### src/rtl/trdb_packet_decoder.sv
// ---------------------------------------------------------------------------
// trdb_packet_decoder
//
// Decodes a serial stream of 32-bit trace words into packets. Each packet
// starts with a header word that carries the payload length, format,
// subformat and branch count, followed by LEN payload words. Headers whose
// LEN does not match the format are reported on err_o and their payload
// words are skipped.
//
// Header word layout:
//   [3:0]   LEN        payload words that follow the header
//   [5:4]   format     0 BRANCH_FULL, 1 BRANCH_DIFF, 2 ADDR_ONLY, 3 SYNC
//   [7:6]   subformat  0 START, 1 EXCEPTION, 2 CONTEXT, 3 UNDEF
//   [12:8]  branches
//   [31:13] ignored
//
// Ports:
//   clk_i             clock, all state updates on the rising edge
//   rst_i             synchronous active-high reset
//   word_i            incoming stream word
//   word_valid_i      word_i valid
//   word_ready_o      decoder can take word_i (low while a packet waits)
//   flush_i           abort any partially received or pending packet
//   pkt_valid_o       decoded packet available
//   pkt_ready_i       consumer takes the packet
//   pkt_format_o      packet format
//   pkt_subformat_o   packet subformat
//   pkt_branches_o    branch count from the header
//   pkt_branch_map_o  branch map (BRANCH_FULL only, else 0)
//   pkt_addr_o        address payload
//   pkt_cause_o       exception cause (SYNC/EXCEPTION only, else 0)
//   err_o             one-cycle pulse per malformed header
//   pkt_cnt_o         saturating count of packets handed off
//   err_cnt_o         saturating count of malformed headers
// ---------------------------------------------------------------------------
module trdb_packet_decoder #(
    parameter int unsigned CNT_W = 16
) (
    input  logic             clk_i,
    input  logic             rst_i,
    input  logic [31:0]      word_i,
    input  logic             word_valid_i,
    output logic             word_ready_o,
    input  logic             flush_i,
    output logic             pkt_valid_o,
    input  logic             pkt_ready_i,
    output logic [1:0]       pkt_format_o,
    output logic [1:0]       pkt_subformat_o,
    output logic [4:0]       pkt_branches_o,
    output logic [31:0]      pkt_branch_map_o,
    output logic [31:0]      pkt_addr_o,
    output logic [31:0]      pkt_cause_o,
    output logic             err_o,
    output logic [CNT_W-1:0] pkt_cnt_o,
    output logic [CNT_W-1:0] err_cnt_o
);

    localparam int unsigned LEN_W  = 4;
    localparam int unsigned FMT_W  = 2;
    localparam int unsigned BR_W   = 5;
    localparam int unsigned WORD_W = 32;

    localparam logic [FMT_W-1:0] F_BRANCH_FULL = 2'd0;
    localparam logic [FMT_W-1:0] F_ADDR_ONLY   = 2'd2;
    localparam logic [FMT_W-1:0] F_SYNC        = 2'd3;
    localparam logic [FMT_W-1:0] SF_EXCEPTION  = 2'd1;

    localparam logic [CNT_W-1:0] CNT_MAX = {CNT_W{1'b1}};

    typedef enum logic [1:0] {
        S_HDR     = 2'd0,
        S_PAYLOAD = 2'd1,
        S_SKIP    = 2'd2,
        S_EMIT    = 2'd3
    } state_t;

    state_t state;
    state_t state_next;

    logic              accept;
    logic              emit;
    logic              word_fire;
    logic              pkt_fire;

    logic [LEN_W-1:0]  hdr_len;
    logic [FMT_W-1:0]  hdr_fmt;
    logic [FMT_W-1:0]  hdr_sf;
    logic [BR_W-1:0]   hdr_br;
    logic [LEN_W-1:0]  hdr_exp_len;
    logic              hdr_supported;
    logic              hdr_ok;

    logic [LEN_W-1:0]  cnt;
    logic [FMT_W-1:0]  fmt_q;
    logic [FMT_W-1:0]  sf_q;
    logic [BR_W-1:0]   br_q;
    logic [WORD_W-1:0] map_q;
    logic [WORD_W-1:0] addr_q;
    logic [WORD_W-1:0] cause_q;
    logic              err_q;
    logic [CNT_W-1:0]  pkt_cnt_q;
    logic [CNT_W-1:0]  err_cnt_q;

    logic              two_word;
    logic              exc_sync;
    logic              store_map;
    logic              store_addr;
    logic              store_cause;

    // Header field extraction
    assign hdr_len = word_i[3:0];
    assign hdr_fmt = word_i[5:4];
    assign hdr_sf  = word_i[7:6];
    assign hdr_br  = word_i[12:8];

    // Expected payload length per format; BRANCH_DIFF is not supported
    always_comb begin
        hdr_exp_len   = '0;
        hdr_supported = 1'b0;
        case (hdr_fmt)
            F_BRANCH_FULL: begin
                hdr_exp_len   = 4'd2;
                hdr_supported = 1'b1;
            end
            F_ADDR_ONLY: begin
                hdr_exp_len   = 4'd1;
                hdr_supported = 1'b1;
            end
            F_SYNC: begin
                hdr_exp_len   = (hdr_sf == SF_EXCEPTION) ? 4'd2 : 4'd1;
                hdr_supported = 1'b1;
            end
            default: begin
                hdr_exp_len   = '0;
                hdr_supported = 1'b0;
            end
        endcase
    end

    assign hdr_ok = hdr_supported && (hdr_len == hdr_exp_len);

    assign word_fire = word_valid_i && accept;
    assign pkt_fire  = emit && pkt_ready_i;

    // Payload slot decode: cnt counts down, so the first word of a
    // two-word packet arrives with cnt == 2 and the last with cnt == 1
    assign exc_sync    = (fmt_q == F_SYNC) && (sf_q == SF_EXCEPTION);
    assign two_word    = (fmt_q == F_BRANCH_FULL) || exc_sync;
    assign store_map   = (fmt_q == F_BRANCH_FULL) && (cnt == 4'd2);
    assign store_cause = exc_sync && (cnt == 4'd1);
    assign store_addr  = ((fmt_q == F_BRANCH_FULL) && (cnt == 4'd1)) ||
                         (exc_sync && (cnt == 4'd2)) ||
                         (!two_word && (cnt == 4'd1));

    // State register
    always_ff @(posedge clk_i) begin
        if (rst_i) begin
            state <= S_HDR;
        end else begin
            state <= state_next;
        end
    end

    // Next-state logic; flush overrides every handshake
    always_comb begin
        state_next = state;
        if (flush_i) begin
            state_next = S_HDR;
        end else begin
            case (state)
                S_HDR: begin
                    if (word_fire) begin
                        if (hdr_ok) begin
                            state_next = S_PAYLOAD;
                        end else if (hdr_len != '0) begin
                            state_next = S_SKIP;
                        end
                    end
                end
                S_PAYLOAD: begin
                    if (word_fire && (cnt == 4'd1)) begin
                        state_next = S_EMIT;
                    end
                end
                S_SKIP: begin
                    if (word_fire && (cnt == 4'd1)) begin
                        state_next = S_HDR;
                    end
                end
                S_EMIT: begin
                    if (pkt_fire) begin
                        state_next = S_HDR;
                    end
                end
                default: state_next = S_HDR;
            endcase
        end
    end

    // State-decoded handshake outputs
    always_comb begin
        accept = 1'b0;
        emit   = 1'b0;
        case (state)
            S_HDR, S_PAYLOAD, S_SKIP: accept = 1'b1;
            S_EMIT:                   emit   = 1'b1;
            default: begin
                accept = 1'b0;
                emit   = 1'b0;
            end
        endcase
    end

    // Length counter, shadow fields, error pulse and statistics
    always_ff @(posedge clk_i) begin
        if (rst_i) begin
            cnt       <= '0;
            fmt_q     <= '0;
            sf_q      <= '0;
            br_q      <= '0;
            map_q     <= '0;
            addr_q    <= '0;
            cause_q   <= '0;
            err_q     <= 1'b0;
            pkt_cnt_q <= '0;
            err_cnt_q <= '0;
        end else begin
            err_q <= 1'b0;
            if (flush_i) begin
                cnt <= '0;
            end else begin
                case (state)
                    S_HDR: begin
                        if (word_fire) begin
                            fmt_q   <= hdr_fmt;
                            sf_q    <= hdr_sf;
                            br_q    <= hdr_br;
                            map_q   <= '0;
                            addr_q  <= '0;
                            cause_q <= '0;
                            cnt     <= hdr_len;
                            if (!hdr_ok) begin
                                err_q <= 1'b1;
                                if (err_cnt_q != CNT_MAX) begin
                                    err_cnt_q <= err_cnt_q + CNT_W'(1);
                                end
                            end
                        end
                    end
                    S_PAYLOAD: begin
                        if (word_fire) begin
                            if (store_map) begin
                                map_q <= word_i;
                            end
                            if (store_addr) begin
                                addr_q <= word_i;
                            end
                            if (store_cause) begin
                                cause_q <= word_i;
                            end
                            cnt <= cnt - 4'd1;
                        end
                    end
                    S_SKIP: begin
                        if (word_fire) begin
                            cnt <= cnt - 4'd1;
                        end
                    end
                    S_EMIT: begin
                        if (pkt_fire && (pkt_cnt_q != CNT_MAX)) begin
                            pkt_cnt_q <= pkt_cnt_q + CNT_W'(1);
                        end
                    end
                    default: cnt <= '0;
                endcase
            end
        end
    end

    assign word_ready_o     = accept;
    assign pkt_valid_o      = emit;
    assign pkt_format_o     = fmt_q;
    assign pkt_subformat_o  = sf_q;
    assign pkt_branches_o   = br_q;
    assign pkt_branch_map_o = map_q;
    assign pkt_addr_o       = addr_q;
    assign pkt_cause_o      = cause_q;
    assign err_o            = err_q;
    assign pkt_cnt_o        = pkt_cnt_q;
    assign err_cnt_o        = err_cnt_q;

endmodule

### config.mk
export PLATFORM = sky130hd
export DESIGN_NAME = trdb_packet_decoder
export DESIGN_NICKNAME = d
export VERILOG_FILES = /design/src/rtl/trdb_packet_decoder.sv
export SDC_FILE = /design/constraint.sdc
export NUM_CORES = 1
export LEC_CHECK = 0
export ABC_AREA = 1
export BUFFER_PORTS_ARGS = -buffer_cell sky130_fd_sc_hd__buf_4
export CAP_MARGIN = 20
export CORE_ASPECT_RATIO = 2
export CORE_UTILIZATION = 56
export DETAILED_ROUTE_END_ITERATION = 8
export GPL_ROUTABILITY_DRIVEN = 0
export GPL_TIMING_DRIVEN = 0
export PLACE_DENSITY = 0.84
export SLEW_MARGIN = 15
export SYNTH_ARGS = -nofsm -noshare
export SYNTH_HDL_FRONTEND = slang
export SYNTH_SLANG_ARGS = --single-unit
export TNS_END_PERCENT = 50
### constraint.sdc
create_clock -name clk_i -period 4.15 [get_ports clk_i]
set_input_delay 0.415 -clock clk_i [delete_from_list [all_inputs] [get_ports clk_i]]
set_output_delay 0.415 -clock clk_i [all_outputs]
set_load 0.05 [all_outputs]
==> out/results.tsv <==
metric	value	unit
Hold Path End	pkt_branches_o[0]$_SDFFE_PP0P_	
setup TNS	0	ns
Critical Path Sink Type	flop	
Routed WL	20.6	mm
Avg Vias per Cell	5.41	
Post-Synthesis Cell Area	6610	um^2
Post-DP Area	8110	um^2
Max IR drop VDD	0.000352	V
worst-path fanout max	10	
num ports	177	
core region area	11400	um^2
synth unique cells	31	
Slew Viols, Final	0	
R2R Path End	pkt_branch_map_o[17]$_SDFFE_PP0P_	
sequential share of power	39.0	%
hold path depth	3	
Initial Utilization	57.9	%
Slew Limit Headroom	58.3	%
Die Ht	156	um
vias	7136	
switch share	33.2	%
sequential share of the synthesized area	43.6	%
Layout Skew	0.00855	ns
Post-DP HPWL	15.3	mm
post-layout min period	2.13	ns
Synth Warn #	0	
NetSw	1310	uW
FILL cells	934	
Max-cap violations	0	
startpoint types	flop	
Worst-Margin Slew	0.625	ns
total CTS buffers	17	
Max Root-Sink Buffers	2	
Hold Path Class	in -> reg	
Achievable Freq	470	MHz
Final Hold Fails	0	
WS Path Type	reg -> reg	
Finished Cell Area	8700	um^2
CP arrival	2.48	ns
outcome	finished, final reports clean	
die width	78.8	um
1st-pass router iterations	5	
n_diodes	0	
input/output buffers	175	
worst hold start	word_i[8]	
worst skew pair latency	0.43	ns
clock root buffer	clkbuf_16	
Post-Syn Nets	1015	
commonest non-fill, non-tap cell in the layout	nand2_1	
CTS tree	done	
initial antenna violation count	0	
FFs w/ async S/R, synth	0	%
Synth Register Bits	144	
CP max-delay cell	buf_1	
r2r setup slk	2.02	ns
fin crit share	51.2	%
Final ANT Viol Nets	0	
crit path cell chain	inv_1 > ha_1 > buf_2 > buf_1 > nand2_1 > inv_1 > nand2_1 > a21oi_1	
share of post-route cells with drive strength above 1	22.4	%
nets	1209	
Int Power	2620	uW
final setup violation count	0	
Leak	0.00409	uW
CTS Hold Buffers Added	0	
Mapped Cells	969	
Clk pin slew, worst setup/hold paths	0.06	ns
Avg Synthesized Cell Area	6.83	um^2
post-CTS sizing	0	
H-tree depth	4	
pin count of the biggest net entering global routing	17	
Clk pwr share	39.5	%
number of global-route vias before repair	6700	
max incr delay on CP	0.49	ns
drt initial violations	408	
Logic pwr share	21.4	%
Main synth FF type	dfxtp_1	
grt total ovfl	0	
GRT Total Usage	34.1	%
Post-CTS Setup Bufs	0	
Post-synth EDFFs	0	
Critical R2R Launch	state[1]$_SDFFE_PP0P_	
worst reg2reg path depth	8	
power density over cell area	452	nW/um^2
Rows	55	
area growth from synthesis to layout	31.6	%
most frequent cells in the layout	257 x nand2_1, 179 x buf_4, 149 x nor2_1, 144 x dfxtp_1, 95 x a21oi_1	
required time worst endpoint	4.50	ns
DR DRC count	0	
clock sinks	144	
wire per inst	15.6	um
global-route wire length before repair	31.9	mm
die area	12300	um^2
RSZ-0062 raised after global routing	no	
-- Yosys cell counts, types with 5 or more instances --
cell type | number | area share, %
ha_1 | 9 | 1.7
a21oi_2 | 6 | 0.79
inv_1 | 88 | 5.0
o21ai_0 | 49 | 3.7
nor2_1 | 149 | 8.5
buf_2 | 19 | 1.4
nand3_1 | 59 | 4.5
a21oi_1 | 95 | 7.2
xnor2_1 | 7 | 0.93
nand4_1 | 7 | 0.66
clkbuf_1 | 16 | 0.91
nand2_2 | 5 | 0.47
nand2_1 | 257 | 15
o21ai_1 | 15 | 1.1
inv_2 | 6 | 0.34
dfxtp_1 | 144 | 44
-- stage by stage --
stage	std cells	hold slack (ns)	power, uW	utilization [%]	worst slack [ns]
6_report	1318	0.230	3930	76.2	2.02
3_3_place_gp	1286	0.451	2380	71.0	2.19
3_5_place_dp	1286	0.457	2400	71.0	2.13
2_1_floorplan	969	0.470	2130	-	1.93
5_1_grt	1318	0.241	4060	76.2	1.94
4_1_cts	1318	0.233	3930	76.2	2.09
-- power groups by stage --
stage	sequential, uW	clock, uW	combinational, uW
final	1530	1550	843
after global routing	1540	1620	900
after CTS	1530	1560	841
after detailed placement	1560	0	836
after global placement	1560	0	825
after floorplan	1850	0	277
-- state kept, by name, indices dropped and copies added, names as in the netlist --
register,flops
pkt_branch_map_o,32
pkt_cnt_o,16
pkt_branches_o,5
err_cnt_o,16
pkt_format_o,2
cnt,4
pkt_cause_o,32
state,2
pkt_addr_o,32
pkt_subformat_o,2
err_o,1
-- metal layers --
metal,global-route usage (%),up-vias,wire length (um)
li1,-,3462,-
met1,34.6,3236,7160
met2,60.9,344,10600
met3,7.49,94,1420
met4,23.4,0,1400
met5,0,-,0
-- cell type report --
class	count	area, um^2	share of cell area (%)
clock buffers	17	425	4.89
flip-flops and latches	144	2880	33.1
clock inverters	15	170	1.96
inverters	95	359	4.13
well taps	142	178	2.04
plain buffers	47	245	2.82
repair buffers	175	1310	15.1
multi-input cells	683	3130	35.9
-- logic make-up (layout without fill, tap and decap cells) --
kind of cell / after synthesis / count (layout) / share of synthesized area, %
AND/OR/NAND/NOR: 496 / 496 / 31.1
AO/OA/AOI/OAI: 168 / 168 / 13.1
flip-flops: 144 / 144 / 43.6
buffers and inverters: 142 / 349 / 9.14
XOR/XNOR: 10 / 10 / 1.32
adder cells (fa/ha/maj): 9 / 9 / 1.70
-- worst max-delay path, delay by kind of cell (launching register included) --
family                     cells  cell delay [ns]
buffers and inverters          4             0.98
and+or+nand+nor                2             0.36
DFF                            1             0.35
adders and majority gates      1             0.22
AOI/OAI and AO/OA              1             0.16
-- how the worst max path moves through the flow --
stage	from	endpoint	slack, ns	cells past startpoint
after floorplan	state[0]$_SDFFE_PP0P_	err_cnt_o[8]$_SDFFE_PP0P_	1.93	10
after global placement	state[1]$_SDFFE_PP0P_	pkt_branch_map_o[17]$_SDFFE_PP0P_	2.19	8
after detailed placement	state[1]$_SDFFE_PP0P_	pkt_branch_map_o[17]$_SDFFE_PP0P_	2.13	8
after CTS	state[1]$_SDFFE_PP0P_	pkt_branch_map_o[17]$_SDFFE_PP0P_	2.09	8
after global routing	state[1]$_SDFFE_PP0P_	pkt_branch_map_o[17]$_SDFFE_PP0P_	1.94	8
final	state[1]$_SDFFE_PP0P_	pkt_branch_map_o[17]$_SDFFE_PP0P_	2.02	8
Power figures use the tool's default switching activity.
